## src/rtl/wash_if.sv

```systemverilog
// Panel/control bundle for wash_sequencer. Build with WASH_ABORT_EN to add the abort input.
interface wash_if #(
  parameter int MAX_REPEAT = 4
);
  localparam int RW = $clog2(MAX_REPEAT + 1);

  logic [1:0]    clk_freq;
  logic          coin_in;
  logic [RW-1:0] wash_reps;
  logic          timer_pause;
`ifdef WASH_ABORT_EN
  logic          abort;
`endif
  logic          wash_done;
  logic          busy;
  logic [2:0]    phase;
  logic [RW-1:0] reps_left;

`ifdef WASH_ABORT_EN
  modport master (output clk_freq, coin_in, wash_reps, timer_pause, abort,
                  input  wash_done, busy, phase, reps_left);
  modport slave  (input  clk_freq, coin_in, wash_reps, timer_pause, abort,
                  output wash_done, busy, phase, reps_left);
`else
  modport master (output clk_freq, coin_in, wash_reps, timer_pause,
                  input  wash_done, busy, phase, reps_left);
  modport slave  (input  clk_freq, coin_in, wash_reps, timer_pause,
                  output wash_done, busy, phase, reps_left);
`endif
endinterface

```

## src/rtl/wash_sequencer.sv

```systemverilog
// Washing-machine phase FSM with per-phase second timer and programmable wash/rinse repeats.
// Optional WASH_ABORT_EN: abort in FILL/WASH/RINSE drains straight into a full SPIN.
module wash_sequencer #(
  parameter int TICK_DIV   = 1000000,
  parameter int FILL_SEC   = 120,
  parameter int WASH_SEC   = 300,
  parameter int RINSE_SEC  = 120,
  parameter int SPIN_SEC   = 60,
  parameter int MAX_REPEAT = 4,
  parameter int TIME_W     = 32
) (
  input  logic  clk,
  input  logic  rst_n,
  wash_if.slave bus
);
  localparam int RW = $clog2(MAX_REPEAT + 1);

  typedef enum logic [2:0] {
    S_IDLE = 3'd0, S_FILL = 3'd1, S_WASH = 3'd2, S_RINSE = 3'd3, S_SPIN = 3'd4
  } state_t;

  state_t              state, state_nx;
  logic [1:0]          freq_q;
  logic [RW-1:0]       reps_q, reps_in;
  logic [TIME_W-1:0]   cyc_q, sec_q, cps_m1, sec_tgt;
  logic                expire, hold, abort_req, start;

  assign start  = (state == S_IDLE) && bus.coin_in;
  assign cps_m1 = (TIME_W'(TICK_DIV) << freq_q) - TIME_W'(1);
  assign hold   = (state == S_SPIN) && bus.timer_pause;

`ifdef WASH_ABORT_EN
  assign abort_req = bus.abort &&
                     (state == S_FILL || state == S_WASH || state == S_RINSE);
`else
  assign abort_req = 1'b0;
`endif

  always_comb begin
    sec_tgt = '0;
    case (state)
      S_FILL:  sec_tgt = TIME_W'(FILL_SEC);
      S_WASH:  sec_tgt = TIME_W'(WASH_SEC);
      S_RINSE: sec_tgt = TIME_W'(RINSE_SEC);
      S_SPIN:  sec_tgt = TIME_W'(SPIN_SEC);
      default: sec_tgt = '0;
    endcase
  end

  // A zero-second phase expires on its first cycle, so it still lasts one cycle.
  assign expire = (sec_tgt == '0) ||
                  ((sec_q + TIME_W'(1) == sec_tgt) && (cyc_q == cps_m1));

  always_comb begin
    reps_in = bus.wash_reps;
    if (bus.wash_reps == '0)                   reps_in = RW'(1);
    else if (bus.wash_reps > RW'(MAX_REPEAT))  reps_in = RW'(MAX_REPEAT);
  end

  // FSM: state register
  always_ff @(posedge clk or negedge rst_n) begin
    if (!rst_n) state <= S_IDLE;
    else        state <= state_nx;
  end

  // FSM: next state
  always_comb begin
    state_nx = state;
    case (state)
      S_IDLE:  if (bus.coin_in) state_nx = S_FILL;
      S_FILL:  if (abort_req) state_nx = S_SPIN;
               else if (expire) state_nx = S_WASH;
      S_WASH:  if (abort_req) state_nx = S_SPIN;
               else if (expire) state_nx = S_RINSE;
      S_RINSE: if (abort_req) state_nx = S_SPIN;
               else if (expire) state_nx = (reps_q > RW'(1)) ? S_WASH : S_SPIN;
      S_SPIN:  if (expire && !hold) state_nx = S_IDLE;
      default: state_nx = S_IDLE;
    endcase
  end

  // FSM: outputs decoded from registered state
  always_comb begin
    bus.wash_done = (state == S_IDLE);
    bus.busy      = (state != S_IDLE);
    bus.phase     = state;
    bus.reps_left = reps_q;
  end

  always_ff @(posedge clk or negedge rst_n) begin
    if (!rst_n) begin
      freq_q <= '0;
      reps_q <= '0;
    end else if (start) begin
      freq_q <= bus.clk_freq;
      reps_q <= reps_in;
    end else if (abort_req) begin
      reps_q <= '0;
    end else if (state == S_RINSE && expire) begin
      reps_q <= (reps_q > RW'(1)) ? reps_q - RW'(1) : '0;
    end
  end

  always_ff @(posedge clk or negedge rst_n) begin
    if (!rst_n) begin
      cyc_q <= '0;
      sec_q <= '0;
    end else if (state_nx != state) begin
      cyc_q <= '0;
      sec_q <= '0;
    end else if (state != S_IDLE && !hold) begin
      if (cyc_q == cps_m1) begin
        cyc_q <= '0;
        sec_q <= sec_q + TIME_W'(1);
      end else begin
        cyc_q <= cyc_q + TIME_W'(1);
      end
    end
  end
endmodule

```

## src/flat_wrapper.sv

```systemverilog
// flat-port wrapper written by rule: the top's interface ports become plain ports
module wash_sequencer_flat 
#(
  parameter int TICK_DIV   = 1000000,
  parameter int FILL_SEC   = 120,
  parameter int WASH_SEC   = 300,
  parameter int RINSE_SEC  = 120,
  parameter int SPIN_SEC   = 60,
  parameter int MAX_REPEAT = 4,
  parameter int TIME_W     = 32
)
  (clk, rst_n, bus_clk_freq, bus_coin_in, bus_wash_reps, bus_timer_pause, bus_wash_done, bus_busy, bus_phase, bus_reps_left);
  wash_if #(.MAX_REPEAT(MAX_REPEAT)) bus_i ();
  input  logic clk;
  input  logic rst_n;
  input wire logic [$bits(bus_i.clk_freq)-1:0] bus_clk_freq;
  input wire logic [$bits(bus_i.coin_in)-1:0] bus_coin_in;
  input wire logic [$bits(bus_i.wash_reps)-1:0] bus_wash_reps;
  input wire logic [$bits(bus_i.timer_pause)-1:0] bus_timer_pause;
  output wire logic [$bits(bus_i.wash_done)-1:0] bus_wash_done;
  output wire logic [$bits(bus_i.busy)-1:0] bus_busy;
  output wire logic [$bits(bus_i.phase)-1:0] bus_phase;
  output wire logic [$bits(bus_i.reps_left)-1:0] bus_reps_left;
  assign bus_i.clk_freq = bus_clk_freq;
  assign bus_i.coin_in = bus_coin_in;
  assign bus_i.wash_reps = bus_wash_reps;
  assign bus_i.timer_pause = bus_timer_pause;
  assign bus_wash_done = bus_i.wash_done;
  assign bus_busy = bus_i.busy;
  assign bus_phase = bus_i.phase;
  assign bus_reps_left = bus_i.reps_left;
  wash_sequencer #(.TICK_DIV(TICK_DIV), .FILL_SEC(FILL_SEC), .WASH_SEC(WASH_SEC), .RINSE_SEC(RINSE_SEC), .SPIN_SEC(SPIN_SEC), .MAX_REPEAT(MAX_REPEAT), .TIME_W(TIME_W)) u_core (.clk(clk), .rst_n(rst_n), .bus(bus_i));
endmodule
```

## config.mk

```make
export PLATFORM = sky130hd
export DESIGN_NAME = wash_sequencer_flat
export DESIGN_NICKNAME = d
export VERILOG_FILES = /design/src/rtl/wash_if.sv /design/src/rtl/wash_sequencer.sv /design/src/flat_wrapper.sv
export SDC_FILE = /design/constraint.sdc
export NUM_CORES = 1
export LEC_CHECK = 0
export ABC_CLOCK_PERIOD_IN_PS = 6600
export BUFFER_PORTS_ARGS = -buffer_cell sky130_fd_sc_hd__buf_2
export CELL_PAD_IN_SITES_DETAIL_PLACEMENT = 1
export CELL_PAD_IN_SITES_GLOBAL_PLACEMENT = 1
export CORE_MARGIN = 2
export CORE_UTILIZATION = 35
export DETAILED_ROUTE_END_ITERATION = 6
export HOLD_SLACK_MARGIN = 0.1
export PLACE_DENSITY_LB_ADDON = 0.05
export SETUP_SLACK_MARGIN = 0.3
export SYNTH_ARGS = -nofsm -noshare
export SYNTH_HDL_FRONTEND = slang
export SYNTH_SLANG_ARGS = --single-unit
```

## constraint.sdc

```tcl
create_clock -name clk -period 6.6 [get_ports clk]
set_clock_uncertainty 0.2 [all_clocks]
set_input_delay 1.32 -clock clk [delete_from_list [all_inputs] [get_ports clk]]
set_output_delay 1.32 -clock clk [all_outputs]
set_load 0.05 [all_outputs]
```

==> impl_metrics.py <==
metrics = {
    "layout": {
        "finish.instance_area_mm2": 0.00567,
        "drive_gt1_frac": 0.0864,
        "layout.nets": 639,
        "synthToLayoutAreaGrowth_pct": 10.5,
        "diodes": 0,
    },
    "pwr": {
        "p_per_area_mw_per_mm2": 206,
        "p_leak_nw": 2.23,
        "vdd_drop_max_uv": 96.5,
    },
    "timing": {
        "post-route-period-util": 0.664,
        "finalSetupViolCount": 0,
        "drv_slew": 0,
        "relSlewSlack": 0.362,
        "fmax_ghz": 0.228,
        "worst_slew_pin_slew_ns": 0.950,
        "hold_violations": 0,
        "fin_ws_ns": 2.22,
        "hold_slack_ns": 0.359,
        "grt_setup_unrepaired": "no",
        "period_needed_ns": 4.38,
        "tns_ns": 0,
    },
    "global_routing": {
        "grt_max_degree": 73,
        "grt_pass1_wl_mm": 26.0,
        "grt.overflow.total": 0,
        "grt_pass1_vias": 5027,
        "grt_antenna_before_repair": 0,
        "grtUsageTotal": 0.207,
    },
    "worst_setup_path": {
        "critPathArrivalTime_ns": 4.43,
        "r2r_end": "u_core.cyc_q[29]",
        "rrSetupSlack_ns": 2.22,
        "critPathKind": "flip-flop to flip-flop",
        "slowest_stage": "nand3_1",
        "cp-start-kind": "flip-flop",
        "slowest_delay_ns": 0.90,
        "r2r_start": "u_core.freq_q[0]",
        "worst-r2r-cell-count": 10,
        "cp_max_fo": 23,
        "cp_cell_sequence": "inv_1 > ha_1 > nand3b_1 > and3_1 > a311oi_1 > a2111oi_2 > buf_4 > nand2_1 > nand3_1 > nor2_1",
        "crit_required_ns": 6.65,
        "end_kind": "flip-flop",
    },
    "synth": {
        "synth-seq-cells": 72,
        "synth-seq-area-share": 0.351,
        "yosysTopAreaCell": "dfrtp_1",
        "synth.avg_cell_area_um2": 8.20,
        "syn_inst": 626,
        "syn_nets": 645,
        "netlist_top_cells_area": "dfrtp_1 35%, nor2_1 6.0%, xnor2_1 5.8%",
        "synth.most_common_cell": "nor2_1",
        "syn_area_mm2": 0.00513,
        "ys.flop_type": "dfrtp_1",
        "yosysWarnings": 0,
        "synth_top_area_frac": 0.351,
        "synth_common_cells": "82 x nor2_1, 72 x dfrtp_1, 57 x nand2_1, 48 x nor3_1, 35 x nand3_1",
        "synth_cell_type_count": 66,
        "async_flop_share": 1.00,
        "synth_edf_count": 0,
    },
    "clock_tree": {
        "postCtsSetupRepairBufs": 0,
        "clk_pin_slew_worst_paths_ns": 0.06,
        "cts_buffers": 9,
        "cts_root_buffer": "clkbuf_16",
        "holdBufCountCts": 0,
        "cts_num_sinks": 72,
        "clock_latency_ns": 0.35,
        "htreeDepth": 3,
        "clk_path_buf_depth": 2,
        "cts_tree": "yes",
        "cts_resized": 0,
    },
    "floorplan": {
        "initial_core_util": 0.356,
        "fp.dieH_um": 125,
        "core_area_mm2": 0.0144,
        "row_count": 44,
        "die_area_mm2": 0.0156,
        "ioPinCount": 17,
        "die_x_um": 125,
    },
    "min_path": {
        "worstHoldPathCells": 2,
        "hold_end": "u_core.cyc_q[31]",
        "min_from": "u_core.cyc_q[31]",
        "min_path_type": "flip-flop to flip-flop",
    },
    "place": {
        "dpl.hpwl_mm": 11.1,
        "place_congestion": 0.893,
        "place_area_mm2": 0.00533,
        "port_buffers": 16,
        "post-place-ws_ns": 2.19,
    },
    "routing": {
        "drt_iter0_drc": 139,
        "routed_wirelength_mm": 15.4,
        "drt_first_pass_iters": 4,
        "vias_per_cell": 5.69,
        "drc": 0,
        "ant_nets": 0,
        "wl_per_cell_um": 19.1,
        "vias": 4607,
    },
    "status": {
        "status": "completed",
    },
    "run": {
        "maxCapViolCount": 0,
    },
}
## how the worst max path moves through the flow
| stage | startpoint | end | cells after the start |
|---|---|---|---|
| 6_report | u_core.freq_q[0] | u_core.cyc_q[29] | 10 |
| 3_5_place_dp | u_core.freq_q[0] | u_core.cyc_q[29] | 10 |
| 4_1_cts | u_core.freq_q[0] | u_core.cyc_q[29] | 10 |
| 3_3_place_gp | u_core.freq_q[1] | u_core.cyc_q[13] | 10 |
| 5_1_grt | u_core.freq_q[0] | u_core.cyc_q[29] | 10 |
| 2_1_floorplan | u_core.freq_q[1] | u_core.bus.reps_left[2] | 10 |
## registers in the layout, summed over array words and instances (netlist names)
name	cells
u_core.bus.phase	3
u_core.bus.reps_left	3
u_core.cyc_q	32
u_core.freq_q	2
u_core.sec_q	32
## critical path: cells and delay by family, from the launching register on
family,cells,cell delay (ns)
and+or+nand+nor,5,2.40
DFF,1,0.41
adders and majority gates,1,0.25
AOI/OAI and AO/OA,2,0.66
buffers and inverters,2,0.34
## layer usage
metal / track usage / part of all wire / wire (µm)
met5: 0 / 0 / 0
met4: 0.0784 / 0.022 / 340
met3: 0.0338 / 0.019 / 293
met2: 0.359 / 0.50 / 7640
met1: 0.259 / 0.46 / 7160
## report_power, final
| part | total (mW) | switching (mW) | internal, mW |
|---|---|---|---|
| clock | 0.567 | 0.204 | 0.363 |
| sequential | 0.498 | 0.0333 | 0.465 |
| combinational | 0.101 | 0.0626 | 0.0388 |
## cell usage in the layout (no fill, tap or decap), drive strengths merged, types with 21 or more instances in the layout
cell type and instances:
nand3 36, nor3 48, o21ai 21, xnor2 34, buf 21, dfrtp 72, nand4 31, nor2 82
xor2 31, nand2 57
## per-stage QoR
stage                     total power [mW]   util  std cells
after global routing                  1.22  0.393        809
final                                 1.17  0.393        809
after CTS                             1.18  0.393        809
after global placement               0.603  0.369        793
after detailed placement             0.609  0.369        793
after floorplan                      0.567      -        626
## cells by family (layout without fill, tap and decap cells)
| group | Yosys count | count (layout) | share of synthesized area |
|---|---|---|---|
| AO/OA/AOI/OAI | 82 | 82 | 0.112 |
| adder cells (fa/ha/maj) | 10 | 10 | 0.0244 |
| flip-flops | 72 | 72 | 0.351 |
| AND/OR/NAND/NOR | 337 | 337 | 0.345 |
| buffers and inverters | 53 | 52 | 0.0422 |
| XOR/XNOR | 65 | 65 | 0.111 |
| multiplexers | 7 | 7 | 0.0144 |
## layout make-up
type	count	area, µm²
multi-input combinational	501	3120
clock buffer	12	267
fill	1759	8760
timing repair buffer	21	120
sequential	72	1800
inverter	15	56.3
tap	184	230
clock inverter	4	73.8
Note: power is estimated with default switching activity, not from simulation.
